[src/rtl/uart_pkg.sv]
// Shared types and constants for the 7-bit-data, parity, 1-stop UART receive path.
package uart_pkg;

    localparam int DATA_BITS  = 7;
    localparam int OVERSAMPLE = 16;
    localparam int MID_TICK   = 7;
    localparam int FRAME_BITS = 10;

    typedef enum logic [2:0] {
        ST_IDLE   = 3'd0,
        ST_START  = 3'd1,
        ST_DATA   = 3'd2,
        ST_PARITY = 3'd3,
        ST_STOP   = 3'd4
    } uart_state_t;

endpackage

[src/rtl/uart_sync2.sv]
// Two-flop synchronizer for the serial line; resets to the idle-high level.
module uart_sync2 (
    input  logic clk,
    input  logic rst_n,
    input  logic d,
    output logic q
);

    logic meta;

    always_ff @(posedge clk or negedge rst_n) begin
        if (!rst_n) begin
            meta <= 1'b1;
            q    <= 1'b1;
        end else begin
            meta <= d;
            q    <= meta;
        end
    end

endmodule

[src/rtl/uart_rx_deframer.sv]
// UART receiver: start, 7 data bits LSB first, parity, stop; 16x oversampled.
//   state     | meaning
//   ST_IDLE   | waiting for rxd_s low on a tick
//   ST_START  | counting to mid start bit, rejects glitches
//   ST_DATA   | sampling 7 data bits mid-bit
//   ST_PARITY | sampling the parity bit
//   ST_STOP   | sampling stop, publishing the frame, back to idle mid-stop
import uart_pkg::*;

module uart_rx_deframer #(
    parameter logic PARITY_ODD = 1'b0
) (
    input  logic                 clk,
    input  logic                 rst_n,
    input  logic                 baud_tick_16x,
    input  logic                 rxd,
    output logic [DATA_BITS-1:0] data_out,
    output logic                 data_valid,
    output logic                 parity_err,
    output logic                 frame_err,
    output logic                 busy
);

    localparam logic [3:0] TICK_MID  = 4'(MID_TICK);
    localparam logic [3:0] TICK_LAST = 4'(OVERSAMPLE - 1);
    localparam logic [2:0] IDX_LAST  = 3'(DATA_BITS - 1);

    logic                 rxd_s;
    uart_state_t          state, state_nxt;
    logic [3:0]           tick_cnt, tick_cnt_nxt;
    logic [2:0]           bit_idx, bit_idx_nxt;
    logic [DATA_BITS-1:0] shift_reg, shift_reg_nxt;
    logic                 par_bit, par_bit_nxt;
    logic [DATA_BITS-1:0] data_out_nxt;
    logic                 data_valid_nxt, parity_err_nxt, frame_err_nxt;

    uart_sync2 u_sync (
        .clk   (clk),
        .rst_n (rst_n),
        .d     (rxd),
        .q     (rxd_s)
    );

    always_ff @(posedge clk or negedge rst_n) begin
        if (!rst_n) begin
            state      <= ST_IDLE;
            tick_cnt   <= '0;
            bit_idx    <= '0;
            shift_reg  <= '0;
            par_bit    <= 1'b0;
            data_out   <= '0;
            data_valid <= 1'b0;
            parity_err <= 1'b0;
            frame_err  <= 1'b0;
        end else begin
            state      <= state_nxt;
            tick_cnt   <= tick_cnt_nxt;
            bit_idx    <= bit_idx_nxt;
            shift_reg  <= shift_reg_nxt;
            par_bit    <= par_bit_nxt;
            data_out   <= data_out_nxt;
            data_valid <= data_valid_nxt;
            parity_err <= parity_err_nxt;
            frame_err  <= frame_err_nxt;
        end
    end

    always_comb begin
        state_nxt      = state;
        tick_cnt_nxt   = tick_cnt;
        bit_idx_nxt    = bit_idx;
        shift_reg_nxt  = shift_reg;
        par_bit_nxt    = par_bit;
        data_out_nxt   = data_out;
        data_valid_nxt = 1'b0;
        parity_err_nxt = parity_err;
        frame_err_nxt  = frame_err;

        if (baud_tick_16x) begin
            case (state)
                ST_IDLE: begin
                    if (!rxd_s) begin
                        tick_cnt_nxt = '0;
                        state_nxt    = ST_START;
                    end
                end
                ST_START: begin
                    if (tick_cnt == TICK_MID) begin
                        if (rxd_s) begin
                            state_nxt = ST_IDLE;
                        end else begin
                            tick_cnt_nxt = '0;
                            bit_idx_nxt  = '0;
                            state_nxt    = ST_DATA;
                        end
                    end else begin
                        tick_cnt_nxt = tick_cnt + 4'd1;
                    end
                end
                ST_DATA: begin
                    tick_cnt_nxt = tick_cnt + 4'd1;
                    if (tick_cnt == TICK_LAST) begin
                        shift_reg_nxt = {rxd_s, shift_reg[DATA_BITS-1:1]};
                        if (bit_idx == IDX_LAST) state_nxt = ST_PARITY;
                        else bit_idx_nxt = bit_idx + 3'd1;
                    end
                end
                ST_PARITY: begin
                    tick_cnt_nxt = tick_cnt + 4'd1;
                    if (tick_cnt == TICK_LAST) begin
                        par_bit_nxt = rxd_s;
                        state_nxt   = ST_STOP;
                    end
                end
                ST_STOP: begin
                    tick_cnt_nxt = tick_cnt + 4'd1;
                    // Leaving at mid-stop lets a back-to-back start bit be caught on time.
                    if (tick_cnt == TICK_LAST) begin
                        data_out_nxt   = shift_reg;
                        parity_err_nxt = (par_bit != ((^shift_reg) ^ PARITY_ODD));
                        frame_err_nxt  = ~rxd_s;
                        data_valid_nxt = 1'b1;
                        state_nxt      = ST_IDLE;
                    end
                end
                default: state_nxt = ST_IDLE;
            endcase
        end
    end

    assign busy = (state != ST_IDLE);

endmodule
[config.mk]
export PLATFORM = sky130hd
export DESIGN_NAME = uart_rx_deframer
export DESIGN_NICKNAME = d
export VERILOG_FILES = /design/src/rtl/uart_pkg.sv /design/src/rtl/uart_sync2.sv /design/src/rtl/uart_rx_deframer.sv
export SDC_FILE = /design/constraint.sdc
export NUM_CORES = 1
export LEC_CHECK = 0
export ABC_AREA = 1
export CAP_MARGIN = 15
export CORE_UTILIZATION = 48
export DETAILED_ROUTE_END_ITERATION = 8
export GPL_ROUTABILITY_DRIVEN = 0
export PLACE_DENSITY_LB_ADDON = 0.3
export SETUP_SLACK_MARGIN = 0.3
export SYNTH_ARGS = -nofsm -noshare
export SYNTH_HDL_FRONTEND = slang
export SYNTH_HIERARCHICAL = 1
export SYNTH_SLANG_ARGS = --single-unit
[constraint.sdc]
create_clock -name clk -period 3 [get_ports clk]
set_clock_uncertainty 0.05 [all_clocks]
set_input_delay 0.45 -clock clk [delete_from_list [all_inputs] [get_ports clk]]
set_output_delay 0.45 -clock clk [all_outputs]
set_load 0.01 [all_outputs]
==> results.md, run 1 <==
* Status: complete, no violations
* Req. time, crit path at around 2500 ps
* R2r setup slk at 1310 ps
* Max-cap violation count at 0
* Max IR drop VDD at between 0.0003 and 0.0004 V
* Highest clock rate at 455 MHz
* Setup TNS at 0 ps
* Critical path capture point type: output pin
* Routed vias at 1335
* WP data arrival at 1700 ps
* Slew @ Worst Pin at about 590 ps
* Top post-synthesis cells by area: dfrtp_1, nand2_1, inv_1
* Seq/Total Area, Yosys at 0.469
* CTS tree: built
* IO buf count at 14
* Antenna violations before repair at 0
* Largest net degree at the start of global routing at 18
* # hold bufs at CTS at 0
* DR iter-0 viols at between 70 and 80
* Hold Path Class: reg -> reg
* Post-synth top area cell: dfrtp_1
* Setup-failing EPs final at 0
* Sinks on Clock Net at 30
* Final Cycle Share at 0.733
* Placed instance area at 1780 um2
* Cts repair resizes at 0
* Clock latency on the worst-skew pair at between 300 and 400 ps
* CP Max Fanout at 6
* Vias in the first global route at 1241
* P per Cell Area at 599 nW/um2
* HPWL after detailed placement at ~2200 um
* Relative slew slack at 0.602
* Final number of hold-violating endpoints at 0
* GRT Residual Overflow at 0
* Synthesized area at 1610 um2
* Family with the most delay on the worst path: buffers and inverters
* Initial Utilization at 0.517
* Setup crit start: state[0]
* Most frequent cells in the layout: nand2_1, dfrtp_1, inv_1
* Synth Instances at 208
* Die Height at 59.8 um
* Final ANT Viol Nets at 0
* CTS Buffer Depth at 2
* Final net count at 234
* Slew Viols, Final at 0
* GRT Resource Usage Total at 0.208
* Crit path buffers/inverters at 1
* Core area at 3100 um2
* Area growth, synth to finish at 14.9%
* Total CTS buffers at 5
* Drt drc at 0
* Routed WL at 3030 um
* First-pass DRT Iterations at 7
* Crit start category: register
* Critical Path End: busy
* Util after Layout at 0.594
* Syn Area/Cell at 7.72 um2
* Inserted Diodes at 0
* Crit path cell chain: nor2_2, nand2_1, clkdlybuf4s50_1
* Number of synthesized register bits at 30
* Top cell type's share of synthesized area at 0.436
* I/O Pins at 15
* Clock transition at path regs at 100 ps
* Final min period at about 2200 ps
* Setup bufs post-CTS at 0
* Layout cells sized above 1 at 0.132
* Commonest non-fill, non-tap cell in the layout: nand2_1
* Worst Reg-to-Reg Cells at 8
* First-pass GRT wire length at 5240 um
* Clk Tree Root Cell: clkbuf_4
* H-tree levels at 2
* Hold depth at 0
* R2R Path End: state[1]
* FP Rows at 20
* Routed len/inst at roughly 11 um
* Net Count, Synth at ~220
* Standby leakage power at 0.937 nW
* Width of the die at 59.8 um
* Design area at 1840 um2
* Crit path kind: reg -> out
* Crit Reg-Reg Startpoint: tick_cnt[0]
* Worst path depth at 3
* Crit path max-delay cell type: clkdlybuf4s50_1
* Yosys warning count at 6
* Count of cell types in the netlist at 22
* Die footprint at roughly 3600 um2
* Vias per cell at 4.91
* Slowest cell delay on critical path at 490 ps
* RSZ-0062 raised after global routing: no
## per-stage QoR
| stage | hold WS [ps] | power [mW] | setup slack (ps) | std cells |
|---|---|---|---|---|
| CTS | 319 | 1.12 | 801 | 272 |
| finish | 315 | 1.11 | 800 | 272 |
| global route | 323 | 1.19 | 731 | 272 |
| floorplan | 104 | 0.759 | 1540 | 208 |
| detailed placement | 303 | 0.846 | 1160 | 264 |
| global placement | 301 | 0.837 | 1180 | 264 |
## cell type report
class	count	area (um2)
sequential	30	753
tap	44	55.1
fill	312	1260
clock inverter	2	12.5
inverter	25	93.8
clock buffer	6	51.3
multi-input combinational	150	731
timing repair buffer	15	148
## logic make-up (layout without fill, tap and decap cells)
logic type / Yosys count / count (layout) / synth area share
buffers and inverters: 28 / 48 / 0.0756
DFF: 30 / 30 / 0.469
adders and majority gates: 3 / 3 / 0.0234
xor gates and xnor gates: 1 / 1 / 0.00546
and+or+nand+nor: 124 / 124 / 0.337
AOI/OAI and AO/OA: 22 / 22 / 0.0896
## report_power, final
group / internal [mW] / switching [mW]
combinational: 0.120 / 0.199
clock: 0.112 / 0.148
sequential: 0.452 / 0.0731
## synthesized netlist by cell type
cell type   n
dfstp_2     2
ha_1        3
a21oi_1     1
nand2_2     2
o21ai_0     3
nand3_1     9
xnor2_1     1
nand3_2     2
inv_1      24
a21o_2      1
buf_2       1
nor2_2      3
nand2_1    85
dfrtp_1    28
nor3_4      1
buf_6       2
o21ai_1     9
nand4_1     5
inv_2       1
nand3_4     1
nor2_1     16
o21ai_2     8
## routing by layer
layer  wire, um  up-vias  global-route usage
met2       1490       33               0.335
met4         44        0               0.143
met5          0        -                   0
met1       1340      605               0.245
met3        146        4              0.0476
li1           -      693                   -
## worst min path at each step
stage | slack [ps] | to | from
CTS | 320 | u_sync/q | u_sync/meta
floorplan | 100 | bit_idx[0] | rst_n
global route | 320 | u_sync/q | u_sync/meta
global placement | 300 | u_sync/q | u_sync/meta
detailed placement | 300 | u_sync/q | u_sync/meta
finish | 320 | u_sync/q | u_sync/meta
(Power assumes the default switching activity.)
==> inputs of run 2 (changes only) <==
==> constraint.sdc (replaced) <==
create_clock -name clk -period 2.3 [get_ports clk]
set_clock_uncertainty 0.05 [all_clocks]
set_input_delay 0.345 -clock clk [delete_from_list [all_inputs] [get_ports clk]]
set_output_delay 0.345 -clock clk [all_outputs]
set_load 0.01 [all_outputs]
==> results.md, run 2 (synthesized netlist as in run 1, its figures left out) <==
* Status: complete, no violations (unchanged)
* Initial Utilization at 0.517 (unchanged)
* Critical path capture point type: output pin (unchanged)
* Slew Viols, Final at 0 (unchanged)
* First-pass GRT wire length at 5090 um (was 5240 um)
* IO buf count at 14 (unchanged)
* Crit path kind: reg -> out (unchanged)
* Routed met3 length at 152 um (was 146 um)
* Vias per cell at 4.90 (was 4.91)
* H-tree levels at 2 (unchanged)
* Most frequent cells in the layout: nand2_1, dfrtp_1, inv_1 (unchanged)
* Clock transition at path regs at 100 ps (about the same)
* HPWL after detailed placement at 2020 um (was 2170 um)
* Worst Reg-to-Reg Cells at 8 (unchanged)
* CTS tree: built (unchanged)
* Vias in the first global route at 1205 (was 1241)
* R2r setup slk at 680 ps (was 1310 ps)
* Critical Path End: busy (unchanged)
* Relative slew slack at 0.752 (was 0.602)
* Req. time, crit path at 1900 ps (was 2500 ps)
* RSZ-0062 raised after global routing: no (unchanged)
* Final setup margin at 375 ps (was 800 ps)
* Placed instance area at 1780 um2 (unchanged)
* GRT Resource Usage Total at 0.200 (was 0.208)
* Tot Pwr at 1.48 mW (was 1.11 mW)
* Fill count at 299 (was 312)
* Setup TNS at 0 ps (unchanged)
* DR iter-0 viols at 64 (was 71)
* Pre-CTS WS at 585 ps (was 1160 ps)
* Die Height at 59.8 um (unchanged)
* CTS Buffer Depth at 2 (unchanged)
* Final Cycle Share at 0.837
* First-pass DRT Iterations at 4 (was 7)
* Commonest non-fill, non-tap cell in the layout: nand2_1 (unchanged)
* Setup crit start: state[0] (unchanged)
* Core area at 3100 um2 (unchanged)
* Routed WL at 2900 um (was 3030 um)
* FP Rows at 20 (unchanged)
* Layout cells sized above 1 at 0.151 (was 0.132)
* DR top layer: met4 (unchanged)
* Max-cap violation count at 0 (unchanged)
* Standby leakage power at 0.957 nW (was 0.937 nW)
* Final number of hold-violating endpoints at 0 (unchanged)
* Hold Path Class: reg -> reg (unchanged)
* R2R Path End: state[0] (was state[1])
* Crit Reg-Reg Startpoint: tick_cnt[0] (unchanged)
* DR WL met2 at 1360 um (was 1490 um)
* GRT Residual Overflow at 0 (unchanged)
* Routed vias at 1352 (was 1335)
* Die footprint at 3580 um2 (unchanged)
* Crit start category: register (unchanged)
* CP Max Fanout at 6 (unchanged)
* Hold depth at 0 (unchanged)
* Max IR drop VDD at 0.000642 V (was 0.000373 V)
* Final net count at 238 (was 234)
* Inserted Diodes at 0 (unchanged)
* Final ANT Viol Nets at 0 (unchanged)
* Routed len/inst at 10.5 um (was 11.1 um)
* Final std cells w/o fill at 276 (was 272)
* Width of the die at 59.8 um (unchanged)
* Wl on met1 at 1310 um (was 1340 um)
* Total CTS buffers at 5 (unchanged)
* Sinks on Clock Net at 30 (unchanged)
* Area growth, synth to finish at 17.0% (was 14.9%)
* P per Cell Area at 788 nW/um2 (was 599 nW/um2)
* Highest clock rate at 520 MHz
* Setup-failing EPs final at 0 (unchanged)
* Clock latency on the worst-skew pair at 340 ps (about the same)
* I/O Pins at 15 (unchanged)
* Slew @ Worst Pin at 372 ps (was 595 ps)
* Design area at 1880 um2 (was 1840 um2)
* Drt drc at 0 (unchanged)
* Largest net degree at the start of global routing at 31 (was 18)
* Antenna violations before repair at 0 (unchanged)
* Clk Tree Root Cell: clkbuf_4 (unchanged)
* # hold bufs at CTS at 0 (unchanged)
* Placed cells at 264 (unchanged)
* Final min period at 1920 ps
* WP data arrival at 1530 ps (was 1700 ps)
-- run 2: worst max-delay path, stage by stage, from the launching register on --
cell,delay (ps)
dfrtp_1,470
nor2_4,170
nand2_1,80
clkdlybuf4s50_1,480
-- run 2: worst min-delay path by stage --
stage	from	endpoint	slack, ps
after CTS	rst_n	data_out[3]	320
after global routing	rxd	u_sync/meta	320
after global placement	u_sync/meta	u_sync/q	300
after floorplan	rst_n	bit_idx[0]	-0.6
after detailed placement	u_sync/meta	u_sync/q	300
final	u_sync/meta	u_sync/q	320
-- run 2: stage by stage --
step | hold slack, ps | utilization
2_1_floorplan | -0.591 | -
3_3_place_gp | 300 | 0.574
3_5_place_dp | 300 | 0.574
4_1_cts | 319 | 0.596
5_1_grt | 325 | 0.605
6_report | 323 | 0.605
-- run 2: cell type report --
class / count / area [um2] / area share
clock buffers: 7 / 55.1 / 0.0293
clock inverters: 1 / 5.00 / 0.00266
inverters: 25 / 93.8 / 0.0500
multi-input cells: 150 / 736 / 0.392
flip-flops and latches: 30 / 756 / 0.402
well taps: 44 / 55.1 / 0.0293
repair buffers: 19 / 178 / 0.0946
-- run 2: per-layer routing --
metal | GRT usage | vias to the layer above
met1 | 0.242 | 618
met3 | 0.0714 | 9
met2 | 0.310 | 30
met4 | 0.110 | 0
li1 | - | 695
met5 | 0 | -
-- run 2: power breakdown --
group | internal, mW | switching, mW | total (mW)
Clock | 0.148 | 0.184 | 0.331
Combinational | 0.195 | 0.273 | 0.468
Sequential | 0.591 | 0.0892 | 0.680
-- run 2: timing repair --
action | in CTS | in global routing
resized for setup | 3 | 0
pin swaps | 1 | 1
buffers inserted | 0 | 4
cloned | 0 | 0
endpoints found under the setup margin | 1 | 1
==> inputs of run 3 (changes only) <==
==> constraint.sdc (replaced) <==
create_clock -name clk -period 1.7 [get_ports clk]
set_clock_uncertainty 0.05 [all_clocks]
set_input_delay 0.255 -clock clk [delete_from_list [all_inputs] [get_ports clk]]
set_output_delay 0.255 -clock clk [all_outputs]
set_load 0.01 [all_outputs]
==> results.md, run 3 (synthesized netlist as in run 1, its figures left out) <==
* Status: complete, no violations (unchanged)
* Worst Reg-to-Reg Cells at 8 (unchanged)
* Die Height at 59.8 um (unchanged)
* Relative slew slack at 0.748 (was 0.752)
* RSZ-0062 raised after global routing: yes (was no)
* Area growth, synth to finish at 33.9% (was 17.0%)
* Critical path capture point type: register (was output pin)
* DR iter-0 viols at 62 (was 64)
* Die footprint at 3580 um2 (unchanged)
* Req. time, crit path at 1880 ps (was 1900 ps)
* Drt drc at 0 (unchanged)
* Antenna violations before repair at 0 (unchanged)
* Final ANT Viol Nets at 0 (unchanged)
* Slew @ Worst Pin at 378 ps (was 372 ps)
* Core area at 3100 um2 (unchanged)
* Crit Reg-Reg Startpoint: state[2] (was tick_cnt[0])
* Max IR drop VDD at 0.000871 V (was 0.000642 V)
* # hold bufs at CTS at 0 (unchanged)
* Width of the die at 59.8 um (unchanged)
* Vias in the first global route at 1260 (was 1205)
* Final min period at roughly 1500 ps
* Switching power at 0.958 mW (was 0.545 mW)
* Pre-CTS WS at 103 ps (was 585 ps)
* Setup crit start: state[2] (was state[0])
* GRT Residual Overflow at 0 (unchanged)
* I/O Pins at 15 (unchanged)
* Highest clock rate at 689 MHz
* Placed instance area at 1820 um2 (was 1780 um2)
* Final net count at 253 (was 238)
* FP Rows at 20 (unchanged)
* Inserted Diodes at 0 (unchanged)
* Hold WS at 246 ps (was 323 ps)
* Max-cap violation count at 0 (unchanged)
* Clock power frac at 0.188 (was 0.224)
* WP data arrival at 1630 ps (was 1530 ps)
* Setup-failing EPs final at 0 (unchanged)
* Total CTS buffers at 5 (unchanged)
* Layout cells sized above 1 at 0.344 (was 0.151)
* Commonest non-fill, non-tap cell in the layout: nand2_1 (unchanged)
* Largest net degree at the start of global routing at 31 (unchanged)
* Most frequent cells in the layout: nand2_1, dfrtp_1, inv_1 (unchanged)
* Critical Path End: bit_idx[2] (was busy)
* First-pass GRT wire length at 5300 um (was 5090 um)
* R2r setup slk at 250 ps (was 680 ps)
* Net Sw Frac at 0.393 (was 0.369)
* CTS Buffer Depth at 2 (unchanged)
* Final Cycle Share at 0.854
* Util after Layout at 0.693 (was 0.605)
* Routed WL at 3540 um (was 2900 um)
* Clk Tree Root Cell: clkbuf_4 (unchanged)
* Sinks on Clock Net at 30 (unchanged)
* Internal at 1.48 mW (was 0.934 mW)
* Clock transition at path regs at 100 ps (about the same)
* Crit start category: register (unchanged)
* Design area at 2150 um2 (was 1880 um2)
* R2R Path End: bit_idx[2] (was state[0])
* Logic pwr share at 0.433 (was 0.316)
* CP Max Fanout at 5 (was 6)
* Final number of hold-violating endpoints at 0 (unchanged)
* Slew Viols, Final at 0 (unchanged)
* Setup TNS at 0 ps (unchanged)
* Standby leakage power at 1.07 nW (was 0.957 nW)
* H-tree levels at 2 (unchanged)
* Crit path kind: reg -> reg (was reg -> out)
* Clock latency on the worst-skew pair at 340 ps (about the same)
* Routed len/inst at 12.2 um (was 10.5 um)
* GRT Resource Usage Total at 0.204 (was 0.200)
* P per Cell Area at 1130 nW/um2 (was 788 nW/um2)
* CTS tree: built (unchanged)
* Initial Utilization at 0.517 (unchanged)
* Seq pwr share at 0.378 (was 0.460)
* Routed vias at 1403 (was 1352)
* Hold Path Class: in -> async (was reg -> reg)
* Final setup margin at 249 ps (was 375 ps)
* IO buf count at 14 (unchanged)
* Vias per cell at 4.82 (was 4.90)
* First-pass DRT Iterations at 4 (unchanged)
* HPWL after detailed placement at 2040 um (was 2020 um)
[run 3: worst min path at each step]
| stage | cells after the start | slack (ps) | endpoint | start |
|---|---|---|---|---|
| floorplan | 0 | -90 | bit_idx[0] | rst_n |
| global placement | 0 | 300 | u_sync/q | u_sync/meta |
| detailed placement | 0 | 300 | u_sync/q | u_sync/meta |
| CTS | 2 | 260 | data_out[2] | rst_n |
| global route | 1 | 250 | u_sync/meta | rxd |
| finish | 2 | 250 | data_out[2] | rst_n |
[run 3: power by group through the flow]
stage | combinational [mW] | sequential (mW) | clock (mW)
3_3_place_gp | 0.600 | 0.932 | 0
4_1_cts | 0.804 | 0.906 | 0.467
3_5_place_dp | 0.609 | 0.933 | 0
6_report | 1.06 | 0.922 | 0.459
2_1_floorplan | 0.447 | 0.910 | 0
5_1_grt | 1.14 | 0.932 | 0.499
[run 3: layout make-up]
type	instances	area, um2
clock inverters	1	5.00
fillers	261	953
clock buffers	7	55.1
well taps	44	55.1
repair inverters	1	8.76
flip-flops and latches	30	761
repair buffers	33	284
inverters	25	101
multi-input cells	150	880
[run 3: layer usage]
metal / global-route usage / vias to the layer above / wire, um
met4: 0.103 / 0 / 72
li1: - / 727 / -
met1: 0.258 / 637 / 1610
met3: 0.0584 / 6 / 132
met5: 0 / - / 0
met2: 0.317 / 33 / 1720
[run 3: worst max-delay path: stages (launching register included)]
cell and delay, ps:
dfrtp_2 460, nor2_4 130, buf_6 120, buf_6 120, nand3_4 90, o21ai_4 100
nand3_2 120, nand2_1 80, nand2_1 60
[run 3: repair_timing]
action | 4_1_cts | 5_1_grt
buffers inserted | 7 | 8
gates resized for setup | 30 | 40
endpoints found under the setup margin | 33 | 27
cloned | 0 | 1
pin swaps | 6 | 17
[run 3: through the flow]
| step | total power [mW] | std cells |
|---|---|---|
| floorplan | 1.36 | 208 |
| global placement | 1.53 | 267 |
| detailed placement | 1.54 | 267 |
| CTS | 2.18 | 282 |
| global route | 2.58 | 291 |
| finish | 2.44 | 291 |
